--- src/rtl/riscv_pkg.sv ---
// Shared RISC-V core constants and the fetch-queue entry layout.
package riscv_pkg;

  localparam int XLEN = 32;
  localparam logic [XLEN-1:0] RESET_PC_DEFAULT = 32'h0000_0000;
  localparam logic [XLEN-1:0] NOP_INSTR = 32'h0000_0013;

  typedef logic [XLEN-1:0] word_t;

  typedef struct packed {
    word_t pc;
    word_t instr;
  } fq_entry_t;

endpackage

--- src/rtl/fq_ring.sv ---
// Fetch-queue storage: in-order reserve, fill and pop pointers over DEPTH entries.
// head_valid is registered: an entry filled in cycle N is visible at the head in cycle N+1.
module fq_ring
  import riscv_pkg::*;
#(
  parameter int DEPTH = 4
) (
  input  logic                   clk,
  input  logic                   rst,
  input  logic                   flush,
  input  logic                   rsv,
  input  word_t                  rsv_pc,
  input  logic                   fill,
  input  word_t                  fill_instr,
  input  logic                   pop,
  output word_t                  head_pc,
  output word_t                  head_instr,
  output logic                   head_valid,
  output logic [$clog2(DEPTH):0] used,
  output logic [$clog2(DEPTH):0] pending
);

  localparam int AW = $clog2(DEPTH);
  localparam logic [AW:0] PTR_ONE = 1;

  fq_entry_t         mem [DEPTH];
  logic [DEPTH-1:0]  filled, filled_nxt;
  logic [AW:0]       rsv_ptr, fill_ptr, pop_ptr;
  logic [AW:0]       rsv_nxt, fill_nxt, pop_nxt;
  logic              head_valid_nxt;

  always_comb begin
    filled_nxt = filled;
    rsv_nxt    = rsv_ptr;
    fill_nxt   = fill_ptr;
    pop_nxt    = pop_ptr;
    if (flush) begin
      filled_nxt = '0;
      rsv_nxt    = '0;
      fill_nxt   = '0;
      pop_nxt    = '0;
    end else begin
      if (rsv) begin
        filled_nxt[rsv_ptr[AW-1:0]] = 1'b0;
        rsv_nxt = rsv_ptr + PTR_ONE;
      end
      if (fill) begin
        filled_nxt[fill_ptr[AW-1:0]] = 1'b1;
        fill_nxt = fill_ptr + PTR_ONE;
      end
      if (pop) begin
        pop_nxt = pop_ptr + PTR_ONE;
      end
    end
    // A popped slot keeps its filled bit until re-reserved, so occupancy qualifies it.
    head_valid_nxt = filled_nxt[pop_nxt[AW-1:0]] && (rsv_nxt != pop_nxt);
  end

  always_ff @(posedge clk or negedge rst) begin
    if (!rst) begin
      filled     <= '0;
      rsv_ptr    <= '0;
      fill_ptr   <= '0;
      pop_ptr    <= '0;
      head_valid <= 1'b0;
    end else begin
      filled     <= filled_nxt;
      rsv_ptr    <= rsv_nxt;
      fill_ptr   <= fill_nxt;
      pop_ptr    <= pop_nxt;
      head_valid <= head_valid_nxt;
    end
  end

  always_ff @(posedge clk) begin
    if (rsv && !flush) begin
      mem[rsv_ptr[AW-1:0]].pc <= rsv_pc;
    end
    if (fill && !flush) begin
      mem[fill_ptr[AW-1:0]].instr <= fill_instr;
    end
  end

  assign head_pc    = mem[pop_ptr[AW-1:0]].pc;
  assign head_instr = mem[pop_ptr[AW-1:0]].instr;
  assign used       = rsv_ptr - pop_ptr;
  assign pending    = rsv_ptr - fill_ptr;

endmodule

--- src/rtl/instr_fetch_queue.sv ---
// Instruction fetch queue: issues sequential fetches, buffers in-order responses for decode,
// and on redirect flushes the queue while discarding responses still owed to dropped requests.
module instr_fetch_queue
  import riscv_pkg::*;
#(
  parameter int          DEPTH    = 4,
  parameter logic [31:0] RESET_PC = RESET_PC_DEFAULT
) (
  input  logic        clk,
  input  logic        rst,
  input  logic        redirect_valid,
  input  logic [31:0] redirect_pc,
  output logic        imem_req_valid,
  input  logic        imem_req_ready,
  output logic [31:0] imem_req_addr,
  input  logic        imem_rsp_valid,
  input  logic [31:0] imem_rsp_data,
  output logic        out_valid,
  input  logic        out_ready,
  output logic [31:0] out_instr,
  output logic [31:0] out_pc
);

  localparam int CW = $clog2(DEPTH) + 1;

  word_t          fetch_pc;
  word_t          head_pc, head_instr;
  logic [CW-1:0]  drop_cnt, drop_nxt, used, pending;
  logic [CW:0]    occupancy, drop_sum;
  logic           accept, fill, pop, head_valid, rsp_consumed;

  assign occupancy      = {1'b0, used} + {1'b0, drop_cnt};
  assign imem_req_valid = rst && !redirect_valid && (occupancy < (CW+1)'(DEPTH));
  assign imem_req_addr  = fetch_pc;
  assign accept         = imem_req_valid && imem_req_ready;

  assign out_valid = head_valid && !redirect_valid;
  assign pop       = out_valid && out_ready;
  assign out_pc    = out_valid ? head_pc : '0;
  assign out_instr = out_valid ? head_instr : '0;

  assign fill = imem_rsp_valid && !redirect_valid && (drop_cnt == '0) && (pending != '0);

  // Outstanding responses after a redirect: older drops plus pending entries, less any
  // response consumed in the redirect cycle itself.
  assign rsp_consumed = imem_rsp_valid && ((drop_cnt != '0) || (pending != '0));
  assign drop_sum     = {1'b0, drop_cnt} + {1'b0, pending} - (CW+1)'(rsp_consumed);

  always_comb begin
    drop_nxt = drop_cnt;
    if (redirect_valid) begin
      drop_nxt = (drop_sum > (CW+1)'(DEPTH)) ? CW'(DEPTH) : drop_sum[CW-1:0];
    end else if (imem_rsp_valid && (drop_cnt != '0)) begin
      drop_nxt = drop_cnt - CW'(1);
    end
  end

  always_ff @(posedge clk or negedge rst) begin
    if (!rst) begin
      fetch_pc <= RESET_PC;
      drop_cnt <= '0;
    end else begin
      drop_cnt <= drop_nxt;
      if (redirect_valid) begin
        fetch_pc <= {redirect_pc[31:2], 2'b00};
      end else if (accept) begin
        fetch_pc <= fetch_pc + 32'd4;
      end
    end
  end

  fq_ring #(.DEPTH(DEPTH)) u_ring (
    .clk        (clk),
    .rst        (rst),
    .flush      (redirect_valid),
    .rsv        (accept),
    .rsv_pc     (fetch_pc),
    .fill       (fill),
    .fill_instr (imem_rsp_data),
    .pop        (pop),
    .head_pc    (head_pc),
    .head_instr (head_instr),
    .head_valid (head_valid),
    .used       (used),
    .pending    (pending)
  );

endmodule

--- config.mk ---
export PLATFORM = sky130hd
export DESIGN_NAME = instr_fetch_queue
export DESIGN_NICKNAME = d
export VERILOG_FILES = /design/src/rtl/riscv_pkg.sv /design/src/rtl/fq_ring.sv /design/src/rtl/instr_fetch_queue.sv
export SDC_FILE = /design/constraint.sdc
export NUM_CORES = 1
export LEC_CHECK = 0
export ABC_AREA = 1
export CAP_MARGIN = 20
export CORE_MARGIN = 2
export CORE_UTILIZATION = 50
export DETAILED_ROUTE_END_ITERATION = 6
export PLACE_DENSITY = 0.75
export SLEW_MARGIN = 25
export SYNTH_ARGS = -nofsm -noshare
export SYNTH_HDL_FRONTEND = slang
export SYNTH_SLANG_ARGS = --single-unit
--- constraint.sdc ---
create_clock -name clk -period 3.3 [get_ports clk]
set_clock_uncertainty 0.15 [all_clocks]
set_input_delay 0.825 -clock clk [delete_from_list [all_inputs] [get_ports clk]]
set_output_delay 0.825 -clock clk [all_outputs]
set_load 0.05 [all_outputs]
After elaboration in Yosys (flattened, before gate mapping):

Memories as Yosys holds them, arrays and structs flattened.
Cells that the tools add are included.

* bits in registers: 49
* bits in writable memories: 256
* input bits: 70
* output and inout bits: 98
* word-level logic and storage cells: 79
* memories: 1

* add/sub/neg operators: 10
* magnitude comparators: 7
* equality and inequality tests: 1
* multiplexer cells: 27
* bitwise gates (word level): 3
* reductions and logical operators: 23

Memories
* u_ring.mem: depth 4, width 64, read ports 1, clocked after memory_dff 0, wr ports 2, line fq_ring.sv:26 `fq_entry_t mem [DEPTH];`

Operators by type and width (number)
* $mux 32: 4
* $add 32x3->32 const B: 1
* $mux 3: 9
* $mux 4: 4
* $logic_and 1x1->1: 15
* $add 3x1->3 const B: 3
* $lt 2x3->1 const B: 3
* $add 3x3->4: 2
* $mux 1: 7
* $reduce_bool 2->1: 3
* $reduce_bool 3->1: 2
* $sub 3x3->3: 2
* $and 4x4->4: 1
* $demux 1 s2: 2
* $ge 2x1->1 const B: 2
* $gt 4x3->1 const B: 1
* $lt 4x3->1 const B: 1
* $not 4->4: 1
* $or 4x4->4: 1
* $sub 4x1->4: 1
* $logic_not 3->1: 1
* $ne 3x3->1: 1
* $sub 3x1->3 const B: 1
* $bmux 1 s2: 1
* other kinds (2): 2

Depth between registers and ports, before layout:

* depth after elaboration: 14
* gate-level depth with buffers: 20
* mapped depth without buffers: 20

Modules after synthesis:

From an unflattened synthesis, not the netlist that was laid out.

* cell total of the unflattened synthesis: 1357
* area total of the unflattened synthesis: 13830.8 um^2

Modules (own cells, without submodules)
* fq_ring: instances 1, cells each 760, area each 10521.3 um^2, sequential area each 8037.7 um^2
* instr_fetch_queue: instances 1, cells each 597, area each 3309.4 um^2, sequential area each 825.8 um^2

Worst setup path after synthesis:

Ideal clock, no wire load.

* kind: reg-to-output
* from: register u_ring.pop_ptr[1]
* to: output imem_req_valid
* arrival time: 3.577 ns
* data required time: 2.325 ns
* slack: -1.252 ns
* cell stages (with the launch flop): 11
* buffers on the path: 2
* cell sequence: dfrtp_1 > clkbuf_1 > inv_2 > clkbuf_1 > fa_1 > xnor2_1 > xor2_1 > ha_1 > inv_1 > nand2_1 > nor4_1

* longest elaborated chain between the ends: 4

RTL lines
* start: declaration: line fq_ring.sv:28 `logic [AW:0] rsv_ptr, fill_ptr, pop_ptr;`
* start signal: assignment: line fq_ring.sv:70 `pop_ptr <= pop_nxt;`
* $sub 3x3->3: line fq_ring.sv:86 `assign used = rsv_ptr - pop_ptr;`
* $add 3x3->4: line instr_fetch_queue.sv:32 `assign occupancy = {1'b0, used} + {1'b0, drop_cnt};`
* $lt 4x3->1: line instr_fetch_queue.sv:33 `assign imem_req_valid = rst && !redirect_valid && (occupancy < (CW+1)'(DEPTH));`
* $logic_and 1x1->1: line instr_fetch_queue.sv:33
* end: declaration: line instr_fetch_queue.sv:13 `output logic imem_req_valid,`

No other way between the ends.

Final worst setup path:

* from: register u_ring.rsv_ptr[0]
* to: output imem_req_valid

* longest elaborated chain between the ends: 4

RTL lines
* start: declaration: line fq_ring.sv:28
* start signal: assignment: line fq_ring.sv:68 `rsv_ptr <= rsv_nxt;`
* $sub 3x3->3: line fq_ring.sv:86
* $add 3x3->4: line instr_fetch_queue.sv:32
* $lt 4x3->1: line instr_fetch_queue.sv:33
* $logic_and 1x1->1: line instr_fetch_queue.sv:33

No other way between the ends.

==> results.txt <==
The flow ran to the end, but the final reports show violations. The checks that failed: setup timing. The minimum setup slack in the final design came out at -0.364 ns. The site row count came out at 59.

Routability-driven placement finished with a final weighted congestion of 0.886. The top flip-flop cell by instance count after synthesis is sky130_fd_sc_hd__edfxtp_1. The kind of start point of the critical path is a flop. The clock group share of total power came out at 35.6%. The relative contribution of sequential cells to total power is between 40% and 50%.

The mapped netlist covers 0.0130 sq mm. Headroom to the max-slew limit came out at 57.8%. Global routing used 24.9% of the available tracks.

The tightest min-delay check is of the in2async type. The violation count after the first detailed-routing iteration is just under 1k. The routed design has 34,900 um of wire. Cells fill 67.7% of the core in the end.

The first global-routing pass estimated 51,300 um of wire. The number of I/O pins came out at 168. The final hold slack came out at 0.298 ns. The first-pass detailed-route iteration total came out at 5. The initial antenna violation count is 0.

The async set-reset flop share out of synthesis came out at 15.9%. The number of enable flip-flop cells after synthesis is ~250. The worst setup path is captured at an output port. The critical path ends at imem_req_valid. Internal power comes to 6.60 mW. The floorplan step set the die height to 165 um.

The clock latency of the later-clocked register in the worst-skew pair is 0.55 ns. STA puts the critical path data arrival time at 2.69 ns. The proportion of layout cells with a drive suffix above 1 came out at 16.3%.

The time the worst path needs with I/O delays and setup is 3.66 ns. The die covers ~0.027 sq mm. The logic gate share of total power is 15.4%. VDD sags by at most around 550 uV. The via-per-instance ratio came out at 5.61. The sequential fraction of the synthesis area came out at 66.3%. Port buffering added ~160 buffers. The via count of the first global-routing pass is approximately 9.5k. Once layout is complete, the cells apart from fillers number 1,753. The startpoint identified for the worst register-to-register timing path is u_ring.rsv_ptr[0]. The maximum buffer depth of the clock tree came out at 3. The number of fill cells in the layout is 1,777. Setup violations remaining at the end of the flow were counted as 5. The share of the synthesized area in the top cell type came out at 57.3%. A synthesized cell averages 10.8 sq um.

The number of instances in the synthesized netlist is 1,207. Leaving out fill and tap cells, the most frequent cell in the layout is sky130_fd_sc_hd__nor2_1. Static timing analysis puts the maximum clock frequency at about 0.27 GHz. The maximum fanout encountered on the critical timing path came out at 2. The post-place setup slack came out at -0.0118 ns.

Across all layers, the routed design uses 9,842 vias. The count of yosys warnings during synthesis is 0. The maximum number of pins on one net before global-route repair came out at 66. The initial core utilization came out at about half. The final layout net count came out at 1,492. In the layout the commonest cells are sky130_fd_sc_hd__nor2_1 (286), sky130_fd_sc_hd__edfxtp_1 (248), sky130_fd_sc_hd__nand2_1 (136). The required time reported for the critical path endpoint came out at 2.32 ns. The worst setup path startpoint is u_ring.rsv_ptr[0]. The count of max-cap constraint violations is 0. Setup repair after global routing could not meet its margin everywhere.

The total congestion overflow came out at 0. The deepest level of the CTS H-tree came out at 1. The total power is around 9.0 mW. The standard cell area after detailed placement came out at 0.0159 sq mm. The core footprint came out at around 0.026 sq mm.

The final critical path takes up 111% of the cycle. Yosys attributes the largest share of cell area to sky130_fd_sc_hd__edfxtp_1 (57%), sky130_fd_sc_hd__dfrtp_1 (9.0%), sky130_fd_sc_hd__nor2_1 (8.3%). The critical path is of the reg2out type. Detailed placement finished with a half-perimeter wire length of between 15,000 and 20,000 um. The slack of the worst reg-to-reg path came out at -0.10 ns. The cell chosen for the clock root is sky130_fd_sc_hd__clkbuf_16. The analysis attributes to cell leakage a power of 6.51 nW. TritonCTS built the clock tree. The detailed-route DRC error count is 0. The flip-flop and latch count after synthesis came out at 295. In this run, post-CTS hold repair placed 0 buffers. In this run the remaining antenna-violating nets after routing total 0.

The post-detailed-route wirelength per cell is 19.9 um. The growth of design area from synthesis to finish came out at 34.1%. Yosys mapped the design onto 44 distinct sky130hd cell types.

The setup TNS came out at -0.536 ns. The fraction of power spent switching nets is roughly a quarter. The clock-pin slew on the worst setup and hold paths came out at 0.06 ns.

The number of cells traversed by the worst register-to-register path came out at 20. The final-report max-slew violation count is 0. The final antenna diode count is 0. The switching component of the power is about 2.4 mW. In this run the horizontal extent of the chip is 165 um. The final hold violation count is 0.

The total instance count after detailed placement is 1,680. The biggest area contributor in the post-synthesis netlist is sky130_fd_sc_hd__edfxtp_1. The clock net sink count is just under 300. The total non-filler cell area in the finished layout is 0.0174 sq mm.

The slew at the pin closest to its max-slew limit came out at 0.632 ns. The endpoint identified for the worst register-to-register timing path is drop_cnt[2]. The number of buffers inserted during clock tree synthesis is 30. The power density relative to cell area came out at a little over 500 mW/mm^2.
==> power groups by stage <==
stage	clock (mW)	sequential (mW)	combinational [mW]
2_1_floorplan	0	4.61	0.614
3_3_place_gp	0	4.47	1.23
3_5_place_dp	0	4.48	1.26
4_1_cts	3.22	4.40	1.30
5_1_grt	3.38	4.42	1.51
6_report	3.19	4.41	1.38
==> kinds of logic after synthesis <==
family,Yosys count,share of synthesized area (%)
other,1,0.0288
adders and majority gates,25,2.58
and+or+nand+nor,508,16.2
xor gates and xnor gates,27,1.82
AOI/OAI and AO/OA,223,9.05
buffers and inverters,128,3.97
DFF,295,66.3
==> final cells by class <==
class | instances | area [sq um] | area share, %
multi-input cells | 787 | 4090 | 23.4
flip-flops and latches | 295 | 8630 | 49.5
inverters | 68 | 287 | 1.64
clock buffers | 39 | 785 | 4.50
well taps | 335 | 419 | 2.40
clock inverters | 14 | 139 | 0.796
repair buffers | 215 | 3100 | 17.8
==> routing by layer <==
layer  up-vias  GRT usage (%)  share of wire (%)
met5         -              0                  0
met4         0           9.29                2.9
met3        71           3.75                8.5
met2       519           42.2                 49
met1      4730           32.8                 39
li1       4522              -                  -
==> Yosys cell counts, types with 4 or more instances <==
cell	n
sky130_fd_sc_hd__o21ai_0	129
sky130_fd_sc_hd__buf_2	7
sky130_fd_sc_hd__nand3_1	41
sky130_fd_sc_hd__ha_1	22
sky130_fd_sc_hd__edfxtp_1	248
sky130_fd_sc_hd__clkbuf_1	38
sky130_fd_sc_hd__xor2_1	20
sky130_fd_sc_hd__buf_4	4
sky130_fd_sc_hd__nor2_1	286
sky130_fd_sc_hd__nand4_1	14
sky130_fd_sc_hd__a21oi_1	72
sky130_fd_sc_hd__o221ai_1	5
sky130_fd_sc_hd__buf_1	10
sky130_fd_sc_hd__dfrtp_1	47
sky130_fd_sc_hd__nand2_2	4
sky130_fd_sc_hd__inv_1	63
sky130_fd_sc_hd__xnor2_1	7
sky130_fd_sc_hd__nand2_1	138
sky130_fd_sc_hd__nor3_1	8
sky130_fd_sc_hd__o211ai_1	7
==> sequential cells by signal, summed over array words and instances, names as in the netlist <==
register and cells:
drop_cnt 3, u_ring.filled 4, imem_req_addr 30, u_ring.fill_ptr 3
u_ring.rsv_ptr 3, u_ring.pop_ptr 3, u_ring.mem 248, u_ring.head_valid 1
==> critical path: stages (launching register included) <==
cell and delay [ns]:
sky130_fd_sc_hd__dfrtp_1 0.39, sky130_fd_sc_hd__inv_2 0.07, sky130_fd_sc_hd__ha_1 0.13, sky130_fd_sc_hd__inv_1 0.05, sky130_fd_sc_hd__fa_2 0.35, sky130_fd_sc_hd__xnor2_2 0.14, sky130_fd_sc_hd__xor2_1 0.17, sky130_fd_sc_hd__ha_1 0.27
sky130_fd_sc_hd__inv_1 0.06, sky130_fd_sc_hd__nand2_2 0.07, sky130_fd_sc_hd__nor4_4 0.26, sky130_fd_sc_hd__buf_12 0.18
==> worst min-delay path by stage <==
| stage | startpoint | to | slack [ns] | cells past startpoint |
|---|---|---|---|---|
| floorplan | drop_cnt[2] | drop_cnt[2] | 0.35 | 2 |
| global placement | imem_req_addr[27] | u_ring.mem[0][59] | 0.34 | 0 |
| detailed placement | imem_req_addr[27] | u_ring.mem[0][59] | 0.34 | 0 |
| CTS | rst | imem_req_addr[21] | 0.33 | 2 |
| global route | rst | imem_req_addr[14] | 0.35 | 2 |
| finish | rst | imem_req_addr[14] | 0.30 | 2 |
==> timing repair <==
item / in CTS / in global routing
setup endpoints to repair: 63 / 66
gates resized for setup: 41 / 32
pin swaps: 8 / 9
setup buffers: 2 / 7
cloned: 7 / 4
(Power assumes the default switching activity.)
==> edit, RTL diff (same flow settings) <==
Reset style: synchronous (`rst`), changed in 2 clocked blocks.
--- a/src/rtl/fq_ring.sv
+++ b/src/rtl/fq_ring.sv
@@ -58,3 +58,3 @@
 
-  always_ff @(posedge clk or negedge rst) begin
+  always_ff @(posedge clk) begin
     if (!rst) begin
--- a/src/rtl/instr_fetch_queue.sv
+++ b/src/rtl/instr_fetch_queue.sv
@@ -57,3 +57,3 @@
 
-  always_ff @(posedge clk or negedge rst) begin
+  always_ff @(posedge clk) begin
     if (!rst) begin
Behaviour: differs if rst is asserted again (counterexample within 4 cycles, from zero or initial values and one cycle with rst low); with rst held inactive, the same outputs for 4 cycles.
==> edit against the original RTL <==
The run still ends with setup timing left. Area after synthesis down 0.58%. Register-to-register slack better by 0.20 ns. Setup slack better by 0.040 ns. Routed wire length down 8.0%. Final area down 6.1%. Final cell count up 2.6%. Sequential cell count unchanged. Power down 11%. Largest power group unchanged.
==> edit: results (changes against the original RTL) <==
status finished, violations left (unchanged); failing checks setup timing (unchanged); final net count 1540 (was 1492); met3 Track Usage GR 0.0347 (was 0.0375); Final Setup Violations 63 (was 5); post-synthesis xor/xnor area fraction 0.0142 (was 0.0182); syn avg cell area 10.3 sq um (was 10.8 sq um); Slew @ Worst Pin 0.909 ns (was 0.632 ns); Clk pin slew, worst setup/hold paths 0.06 ns (about the same); gp weighted congestion 0.889 (was 0.886); Synth area leaders edfxtp_1 (58%), nor2_1 (8.5%), dfxtp_1 (7.3%) (was edfxtp_1 (57%), dfrtp_1 (9.0%), nor2_1 (8.3%)); slowest stage cell, crit path dfxtp_4 (was dfrtp_1); Leakage 6.03 nW (was 6.51 nW); most common library cells after synthesis nor2_1 (292), edfxtp_1 (248), o21ai_0 (148) (was nor2_1 (286), edfxtp_1 (248), nand2_1 (138)); Layout fillers 1893 (was 1777); H-tree levels 1 (unchanged); Routed WL 32.1 mm (was 34.9 mm); WL per Instance 17.8 um (was 19.9 um); R2R Setup Slk 0.10 ns (was -0.10 ns); share of cells above drive strength 1 0.130 (was 0.163); placed cell area 15400 sq um (was 15900 sq um); hold crit path type reg -> reg (was in -> async); antenna cells 0 (unchanged); HPWL after detailed placement 19.8 mm (was 18.9 mm); placed cells 1740 (was 1680); worst IR drop on VDD 364 uV (was 546 uV); Total GRT Usage 0.235 (was 0.249); Internal 0.00610 W (was 0.00660 W); WHS 0.325 ns (was 0.298 ns); met2 GRT Util 0.396 (was 0.422); largest net degree at the start of global routing 129 (was 66); DR pass1 iterations 5 (unchanged); Syn. warnings 0 (unchanged); Setup TNS Final -8.01 ns (was -0.536 ns); Skew-Pair Late Insertion Delay about 0.54 ns; Largest register FFs 248 (unchanged); DR iter-0 viols 959 (was 965); final worst slack -0.324 ns (was -0.364 ns); number of synthesized flops with an enable pin 248 (unchanged); first-pass GRT wire length 48.8 mm (was 51.3 mm); CTS Buffer Depth 3 (unchanged); complex-gate fraction of the synthesized area 0.103 (was 0.0905); critical path's largest stage delay 0.36 ns (was 0.39 ns); Critical Path AT 2.65 ns (was 2.69 ns); fraction of registers with async set/reset 0 (was 0.159); vias in the first global route 9103 (was 9537); count of cell types in the netlist 39 (was 44); vias 9729 (was 9842); Adder-Cell Fraction of Synth Area 0.0259 (was 0.0258); total CTS buffers 29 (was 30); M1 GR Usage 0.321 (was 0.328); antenna violations before repair 0 (unchanged); CP max FO 2 (unchanged); sequential area share after synthesis 0.649 (was 0.663)
edit: cell count changes after synthesis, moves of 12 or more:
cell     before  now
o21ai_0     129  148
nand3_1      41   29
inv_1        63   81
a21oi_1      72   87
dfrtp_1      47    0
dfxtp_1       0   47
edit: metal layers:
metal  part of all wire  vias to the layer above
li1                   -                     4685
met1               0.42                     4643
met2               0.49                      366
met3              0.079                       35
met4              0.020                        0
met5                  0                        -
edit: cell families after synthesis:
family,after synthesis
and+or+nand+nor,510
other,1
DFF,295
buffers and inverters,150
xor gates and xnor gates,21
adders and majority gates,25
AOI/OAI and AO/OA,259
edit: final cells by class:
cell class | instances | area (sq um) | share of cell area
multi-input cells | 819 | 4050 | 0.247
inverters | 87 | 329 | 0.0201
clock inverters | 10 | 56.3 | 0.00344
clock buffers | 44 | 782 | 0.0478
well taps | 330 | 413 | 0.0252
repair buffers | 213 | 2350 | 0.144
flip-flops and latches | 295 | 8390 | 0.513
edit: critical path: cells and delay by family (launching register included):
family / cells / cell delay (ns)
fa+ha+maj: 3 / 0.78
simple gates: 2 / 0.40
flops: 1 / 0.36
xor+xnor: 2 / 0.30
buf+inv: 3 / 0.29
edit: what timing repair did:
item / 4_1_cts / 5_1_grt
endpoints found under the hold margin: 0 / 0
cloned: 1 / 0
endpoints found under the setup margin: 44 / 66
buffers inserted: 1 / 2
pin swaps: 2 / 1
gates resized for setup: 5 / 11
edit: stage by stage:
stage	setup slack, ns	util
after floorplan	-0.143	-
after global placement	0.0710	0.610
after detailed placement	0.0234	0.610
after CTS	-0.374	0.646
after global routing	-0.448	0.648
final	-0.324	0.648
edit: power by group through the flow:
stage                     Clock, W  Sequential, W  Combinational, W
after global routing       0.00313        0.00421          0.000932
after floorplan                  0        0.00434          0.000403
after CTS                  0.00297        0.00420          0.000807
after global placement           0        0.00427          0.000773
final                      0.00293        0.00420          0.000854
after detailed placement         0        0.00427          0.000797
edit: worst paths after layout:
kind / startpoint / end / cells past startpoint
setup / recovery: u_ring.pop_ptr[0] / imem_req_valid / 10
hold / removal: u_ring.filled[0] / u_ring.filled[0] / 2
setup reg to reg: u_ring.rsv_ptr[0] / drop_cnt[2] / 19
hold reg to reg: u_ring.filled[0] / u_ring.filled[0] / 2
